File: src/rtl/adma_descriptor_store.sv
// Serialises one 96-bit ADMA descriptor into three 32-bit RAM writes at base, base+step, base+2*step.
// Optional readback verification is enabled by defining ADMA_DESC_STORE_VERIFY_EN.
module adma_descriptor_store #(
  parameter int unsigned ADDR_STEP = 4,
  parameter int unsigned DESC_W    = 96
) (
  input  logic              CLK,
  input  logic              RESET,
  input  logic              start,
  input  logic [63:0]       address,
  input  logic [DESC_W-1:0] address_descriptor,
  output logic [63:0]       ram_address,
  output logic [31:0]       ram_data_out,
  output logic              ram_write,
  output logic              ram_read,
  input  logic [31:0]       ram_data_in,
  output logic              busy,
  output logic              store_done,
  output logic              store_error
);

`ifdef ADMA_DESC_STORE_VERIFY_EN
  typedef enum logic [3:0] {IDLE, WR0, WR1, WR2, RD0, RD1, RD2, CHK, DONE} state_t;
`else
  typedef enum logic [2:0] {IDLE, WR0, WR1, WR2, DONE} state_t;
`endif

  localparam logic [63:0] STEP1 = 64'(ADDR_STEP);
  localparam logic [63:0] STEP2 = 64'(2 * ADDR_STEP);

  state_t              state_q, state_d;
  logic [63:0]         base_q, base_d;
  logic [DESC_W-1:0]   desc_q, desc_d;
  logic [63:0]         ram_address_q, ram_address_d;
  logic [31:0]         ram_data_q, ram_data_d;
  logic                ram_write_q, ram_write_d;
  logic                busy_q, busy_d;
  logic                done_q, done_d;
`ifdef ADMA_DESC_STORE_VERIFY_EN
  logic                ram_read_q, ram_read_d;
  logic                error_q, error_d;
`endif

  always_comb begin
    state_d = state_q;
    case (state_q)
      IDLE:    if (start) state_d = WR0;
      WR0:     state_d = WR1;
      WR1:     state_d = WR2;
`ifdef ADMA_DESC_STORE_VERIFY_EN
      WR2:     state_d = RD0;
      RD0:     state_d = RD1;
      RD1:     state_d = RD2;
      RD2:     state_d = CHK;
      CHK:     state_d = DONE;
`else
      WR2:     state_d = DONE;
`endif
      DONE:    state_d = IDLE;
      default: state_d = IDLE;
    endcase
  end

  // Outputs are decoded from the state being entered so they appear registered in that state.
  always_comb begin
    base_d        = base_q;
    desc_d        = desc_q;
    ram_address_d = ram_address_q;
    ram_data_d    = ram_data_q;
    ram_write_d   = 1'b0;
    busy_d        = (state_d != IDLE);
    done_d        = (state_d == DONE);
    case (state_d)
      WR0: begin
        base_d        = address;
        desc_d        = address_descriptor;
        ram_address_d = address;
        ram_data_d    = address_descriptor[31:0];
        ram_write_d   = 1'b1;
      end
      WR1: begin
        ram_address_d = base_q + STEP1;
        ram_data_d    = desc_q[63:32];
        ram_write_d   = 1'b1;
      end
      WR2: begin
        ram_address_d = base_q + STEP2;
        ram_data_d    = desc_q[95:64];
        ram_write_d   = 1'b1;
      end
`ifdef ADMA_DESC_STORE_VERIFY_EN
      RD0:     ram_address_d = base_q;
      RD1:     ram_address_d = base_q + STEP1;
      RD2:     ram_address_d = base_q + STEP2;
`endif
      default: ;
    endcase
  end

`ifdef ADMA_DESC_STORE_VERIFY_EN
  // Read data lags ram_read by one cycle, so each word is compared in the state after its read.
  always_comb begin
    ram_read_d = (state_d == RD0) || (state_d == RD1) || (state_d == RD2);
    error_d    = error_q;
    if (state_d == WR0) error_d = 1'b0;
    case (state_q)
      RD1:     if (ram_data_in != desc_q[31:0])  error_d = 1'b1;
      RD2:     if (ram_data_in != desc_q[63:32]) error_d = 1'b1;
      CHK:     if (ram_data_in != desc_q[95:64]) error_d = 1'b1;
      default: ;
    endcase
  end
`else
  logic unused_ram_data_in;
  assign unused_ram_data_in = ^ram_data_in;
`endif

  always_ff @(posedge CLK or posedge RESET) begin
    if (RESET) begin
      state_q       <= IDLE;
      base_q        <= '0;
      desc_q        <= '0;
      ram_address_q <= '0;
      ram_data_q    <= '0;
      ram_write_q   <= 1'b0;
      busy_q        <= 1'b0;
      done_q        <= 1'b0;
`ifdef ADMA_DESC_STORE_VERIFY_EN
      ram_read_q    <= 1'b0;
      error_q       <= 1'b0;
`endif
    end else begin
      state_q       <= state_d;
      base_q        <= base_d;
      desc_q        <= desc_d;
      ram_address_q <= ram_address_d;
      ram_data_q    <= ram_data_d;
      ram_write_q   <= ram_write_d;
      busy_q        <= busy_d;
      done_q        <= done_d;
`ifdef ADMA_DESC_STORE_VERIFY_EN
      ram_read_q    <= ram_read_d;
      error_q       <= error_d;
`endif
    end
  end

  assign ram_address  = ram_address_q;
  assign ram_data_out = ram_data_q;
  assign ram_write    = ram_write_q;
  assign busy         = busy_q;
  assign store_done   = done_q;
`ifdef ADMA_DESC_STORE_VERIFY_EN
  assign ram_read     = ram_read_q;
  assign store_error  = error_q;
`else
  assign ram_read     = 1'b0;
  assign store_error  = 1'b0;
`endif

endmodule

File: config.mk
export PLATFORM = sky130hd
export DESIGN_NAME = adma_descriptor_store
export DESIGN_NICKNAME = d
export VERILOG_FILES = /design/src/rtl/adma_descriptor_store.sv
export SDC_FILE = /design/constraint.sdc
export NUM_CORES = 1
export LEC_CHECK = 0
export ABC_CLOCK_PERIOD_IN_PS = 17500
export CAP_MARGIN = 10
export CELL_PAD_IN_SITES_DETAIL_PLACEMENT = 1
export CELL_PAD_IN_SITES_GLOBAL_PLACEMENT = 2
export CORE_MARGIN = 2
export CORE_UTILIZATION = 31
export CTS_CLUSTER_DIAMETER = 30
export DETAILED_ROUTE_END_ITERATION = 16
export PLACE_DENSITY_LB_ADDON = 0.1
export SYNTH_ARGS = -nofsm -noshare
export SYNTH_HDL_FRONTEND = slang
export SYNTH_SLANG_ARGS = --single-unit
File: constraint.sdc
create_clock -name CLK -period 17.5 [get_ports CLK]
set_clock_uncertainty 0.05 [all_clocks]
set_input_delay 1.75 -clock CLK [delete_from_list [all_inputs] [get_ports CLK]]
set_output_delay 1.75 -clock CLK [all_outputs]
set_load 0.01 [all_outputs]
=== After elaboration in Yosys (flattened, before gate mapping) ===
Cells that the tools add are included.

* Add/subtract/negate cells: 2
* Equal/unequal tests: 7
* Multiplexer cells: 5
* Reduce and logical (&&, ||, !) cells: 4

{| class="wikitable"
|+ Operators with widths
! operator !! number
|-
| case mux 64 bit (3 select lines) || 1
|-
| case mux 32 bit (3 select lines) || 1
|-
| adder 64 x 3 -> 64 bit (second input constant) || 1
|-
| adder 64 x 4 -> 64 bit (second input constant) || 1
|-
| == test 3 x 2 -> 1 bit (second input constant) || 4
|-
| case mux 3 bit (4 select lines) || 1
|-
| == test 3 x 1 -> 1 bit (second input constant) || 2
|-
| nonzero test 3 bit || 2
|-
| == test 3 bit (second input constant) || 1
|-
| zero test 3 bit || 1
|-
| two-way mux 3 bit || 1
|-
| OR reduction 3 bit || 1
|-
| two-way mux 1 bit || 1
|}

* Flip-flop bits (word level): 262
* Input port bits: 195
* Output and inout bits: 101
* Word-level logic and storage cells: 26

=== Longest topological paths before layout ===
* Word-level depth: 5
* Gate-level depth with buffers: 10
* Depth with buffers taken out: 8

=== Worst setup path before layout ===
Ideal clock, no wire load.

* Kind: input to register
* Start point: in start
* End point: reg ram_address_q[62], in the netlist ram_address[62]
* Library setup time: 0.153 ns
* Data arrival time: 3.184 ns
* Required time: 17.297 ns
* Setup slack: 14.113 ns
* Cell stages on the path: 7
* Buffers on the path: 3
* Path through: clkbuf_1 > nor3_1 > or2_2 > clkbuf_1 > clkbuf_1 > a222oi_1 > o311ai_0

* Word-level cells in the longest chain between the ends: 4
* Elaborated cells on any way between the ends: 7
* Classes of those cells: 3 x eq/ne; 3 x mux; 1 x reduce/logical

{| class="wikitable"
|+ Ends and longest elaborated chain
! item !! line !! RTL
|-
| from (decl) || 9 || <nowiki>input logic start,</nowiki>
|-
| two-way mux 3 bit (*) || 47 || <nowiki>IDLE: if (start) state_d = WR0;</nowiki>
|-
| case mux 3 bit (4 select lines) (*) || 46 || <nowiki>case (state_q)</nowiki>
|-
| == test 3 x 2 -> 1 bit / == test 3 x 1 -> 1 bit (equally long branches) || 73 || <nowiki>case (state_d)</nowiki>
|-
| case mux 64 bit (3 select lines) / nonzero test 3 bit (equally long branches) || n/a ||
|-
| to (signal assigned) || 136 || <nowiki>ram_address_q <= ram_address_d;</nowiki>
|-
| to (decl) || 34 || <nowiki>logic [63:0] ram_address_q, ram_address_d;</nowiki>
|}

Mark *: on every way between the ends. The rest lies on a longest branch, timed or not.
A chain may end at the register's enable or synchronous reset.

=== Worst setup path after layout ===
* Start point: in start
* End point: reg ram_address_q[43], in the netlist ram_address[43]

Same word-level chain as after synthesis.

==> metrics.md <==
| Metric | Value |
|---|---|
| Routed Antenna Nets | 0 |
| Avg Synthesized Cell Area | 8.43 um^2 |
| Mapped Area | 11600 um^2 |
| Die ar. | about 39000 um^2 |
| Min Tclk post-route | roughly 4.3 ns |
| RD Place Congestion | between 0.8 and 0.9 |
| Area grow syn2layout | 48.2% |
| Max-slew headroom | 0.209 |
| Clk_lat worst skew | around 0.56 ns |
| Post-Route Setup TNS | 0 ns |
| Sink Count | 230 |
| Max Cap Viol | 0 |
| Mapped Cells | between 1000 and 1500 |
| Startpoint types | primary input |
| Area leader, netlist | dfrtp_1 |
| Congestion Overflow GR | 0 |
| Critical Setup Path Class | primary input to flip-flop |
| Ys flop type | dfrtp_1 |
| Root Buffer | clkbuf_16 |
| Req. time, crit path | roughly 18 ns |
| Worst-Margin Slew | roughly 1.2 ns |
| GRT Util Overall | 0.248 |
| Commonest non-fill, non-tap cell in the layout | nand2_1 |
| Core box area | around 37000 um^2 |
| Routed WL | about 48000 um |
| Largest net degree at the start of global routing | 100 |
| Initial Util | 0.316 |
| Peak Freq | 231 MHz |
| Row cnt | 70 |
| H-tree levels | 3 |
| Ports | roughly 300 |
| EDFF count, synth | 0 |
| Yosys reg bits | 230 |
| Number of global-route vias before repair | 12500 |
| Detail-routed via count per cell | ~5.4 |
| Most frequent cells in the layout | nand2_1, clkdlybuf4s50_1, dfrtp_1 |
| Distinct cells, synth | 66 |
| CTS-repair resized insts | 0 |
| Vias | about 12000 |
| Power, Total | 4.04 mW |
| CP max FO | 69 |
| Pwr dens | 234 nW/um^2 |
| Max-slew violations | 0 |
| Initial antenna violation count | 3 |
| Clock Path Buffers | 3 |
| Port bufs | 261 |
| DRC Markers | 0 |
| CTS tree | done |
| Pleak | 7.35 nW |
| Ratio of cells with drive above 1 in the final layout | 0.0973 |
| DPL Wire Length | between 30000 and 40000 um |
| Routed wire per std cell | ~22 um |
| Yosys warnings | 0 |
| Yosys top cell area share | 0.495 |
| Final setup viols | 0 |
| Final Non-Filler Cells | 2156 |
| Async SR Flop Fraction | 1.00 |
| Die Ht | ~200 um |
| WP data arrival | around 4.7 ns |
| First-pass GRT wire length | around 74000 um |
| DRT Pass-1 Iters | 5 |
| TritonCTS Buffers | 71 |
| NumNets Final | ~1800 |
| Min-delay worst type | flip-flop to flip-flop |
| Setup repair bufs after CTS | 0 |
| Dpl cells | about 2000 |
| Final Hold Viols | 0 |
| Register area share after synthesis | 0.495 |
| Fin crit share | 0.247 |
| Horiz. Die Dim | around 200 um |
| Unrepaired setup endpoints after global routing | no |
| CP Capture Type | flip-flop |
| Area contributors post-synth | dfrtp_1, nand2_1, o21ai_0 |
| Hold_buf cts | 0 |
| Starting DRT DRC Count | 683 |
| Clock transition at the registers of the reported paths | approximately 0.04 ns |
| Worst vdd ir | about 0.12 mV |
| Status | complete, no violations |
## registers in the layout, indices dropped and copies added, names as in the netlist
register,flops
base_q,64
desc_q,64
store_done,1
ram_data_out,32
busy,1
ram_address,64
ram_write,1
state_q,3
## cell families after synthesis
family,synth area share
AND/OR/NAND/NOR,0.259
AO/OA/AOI/OAI,0.188
flip-flops,0.495
buffers and inverters,0.0394
XOR/XNOR,0.0135
multiplexers,0.00258
adder cells (fa/ha/maj),0.00215
other,0.000322
## stage by stage
stage | cell area [um^2] | hold WS, ns | utilization | worst slack (ns)
global placement | 14600 | 0.409 | 0.398 | 12.63
floorplan | 11600 | 0.396 | - | 9.40
CTS | 17200 | 0.428 | 0.469 | 13.17
detailed placement | 14600 | 0.417 | 0.398 | 12.62
finish | 17200 | 0.423 | 0.469 | 13.18
global route | 17200 | 0.434 | 0.469 | 12.99
## Yosys cell counts (3+ instances only)
library cell / instances
nand2_1: 459
dfrtp_1: 230
o21ai_0: 113
clkbuf_1: 93
a221o_1: 42
nor2_1: 41
a22oi_1: 39
nand3_1: 39
nand4_1: 39
nor3_1: 32
a21oi_1: 30
o211ai_1: 19
nor4_1: 18
xnor2_1: 14
a31oi_1: 13
and3_1: 12
inv_1: 12
o22ai_1: 10
a222oi_1: 9
and4_1: 8
buf_1: 8
and2_1: 6
o21a_1: 6
o311ai_0: 6
a311oi_1: 5
or3_1: 5
or4_1: 5
nand2b_1: 4
nor2b_1: 4
o31ai_1: 4
xor2_1: 4
a211oi_1: 3
a41oi_1: 3
mux2i_1: 3
or2_2: 3
## power breakdown
part	total, mW	switching (mW)	internal, mW
combinational	1.55	0.924	0.627
clock	1.38	0.379	1.00
sequential	1.10	0.281	0.822
## per-layer routing
layer,wire (um),vias to the layer above,GRT usage
li1,-,5451,-
met1,20800,5804,0.315
met2,22000,337,0.397
met3,3590,79,0.0818
met4,1160,2,0.0824
met5,16,-,0
## worst max-delay path, stage by stage
cell	delay, ns
clkdlybuf4s50_1	0.57
nor3_1	0.27
or2_4	0.70
buf_4	0.72
a22oi_1	0.28
nand2_1	0.14
a31oi_1	0.06
a21oi_1	0.19
## path summary, 6_finish.rpt
kind,from,end,slack (ns),cells after the start
min reg2reg,desc_q[61]$_DFFE_PP0N_,desc_q[61]$_DFFE_PP0N_,0.42,2
max in group asynchronous,RESET,ram_address[50]$_DFFE_PP0P_,13.43,4
min in group asynchronous,RESET,ram_data_out[25]$_DFFE_PP0P_,1.63,2
min,desc_q[61]$_DFFE_PP0N_,desc_q[61]$_DFFE_PP0N_,0.42,2
max,start,ram_address[43]$_DFFE_PP0P_,13.18,8
max reg2reg,state_q[2]$_DFF_PP0_,ram_address[55]$_DFFE_PP0P_,13.82,6
## final cells by class
| type | instances | area (um^2) |
|---|---|---|
| fillers | 4223 | 19500 |
| flip-flops and latches | 230 | 5760 |
| multi-input cells | 1032 | 5480 |
| repair buffers | 282 | 2770 |
| clock buffers | 93 | 2040 |
| well taps | 468 | 586 |
| clock inverters | 36 | 544 |
| inverters | 13 | 56.3 |
| diodes | 2 | 5.00 |
Note: power is estimated with default switching activity, not from simulation.
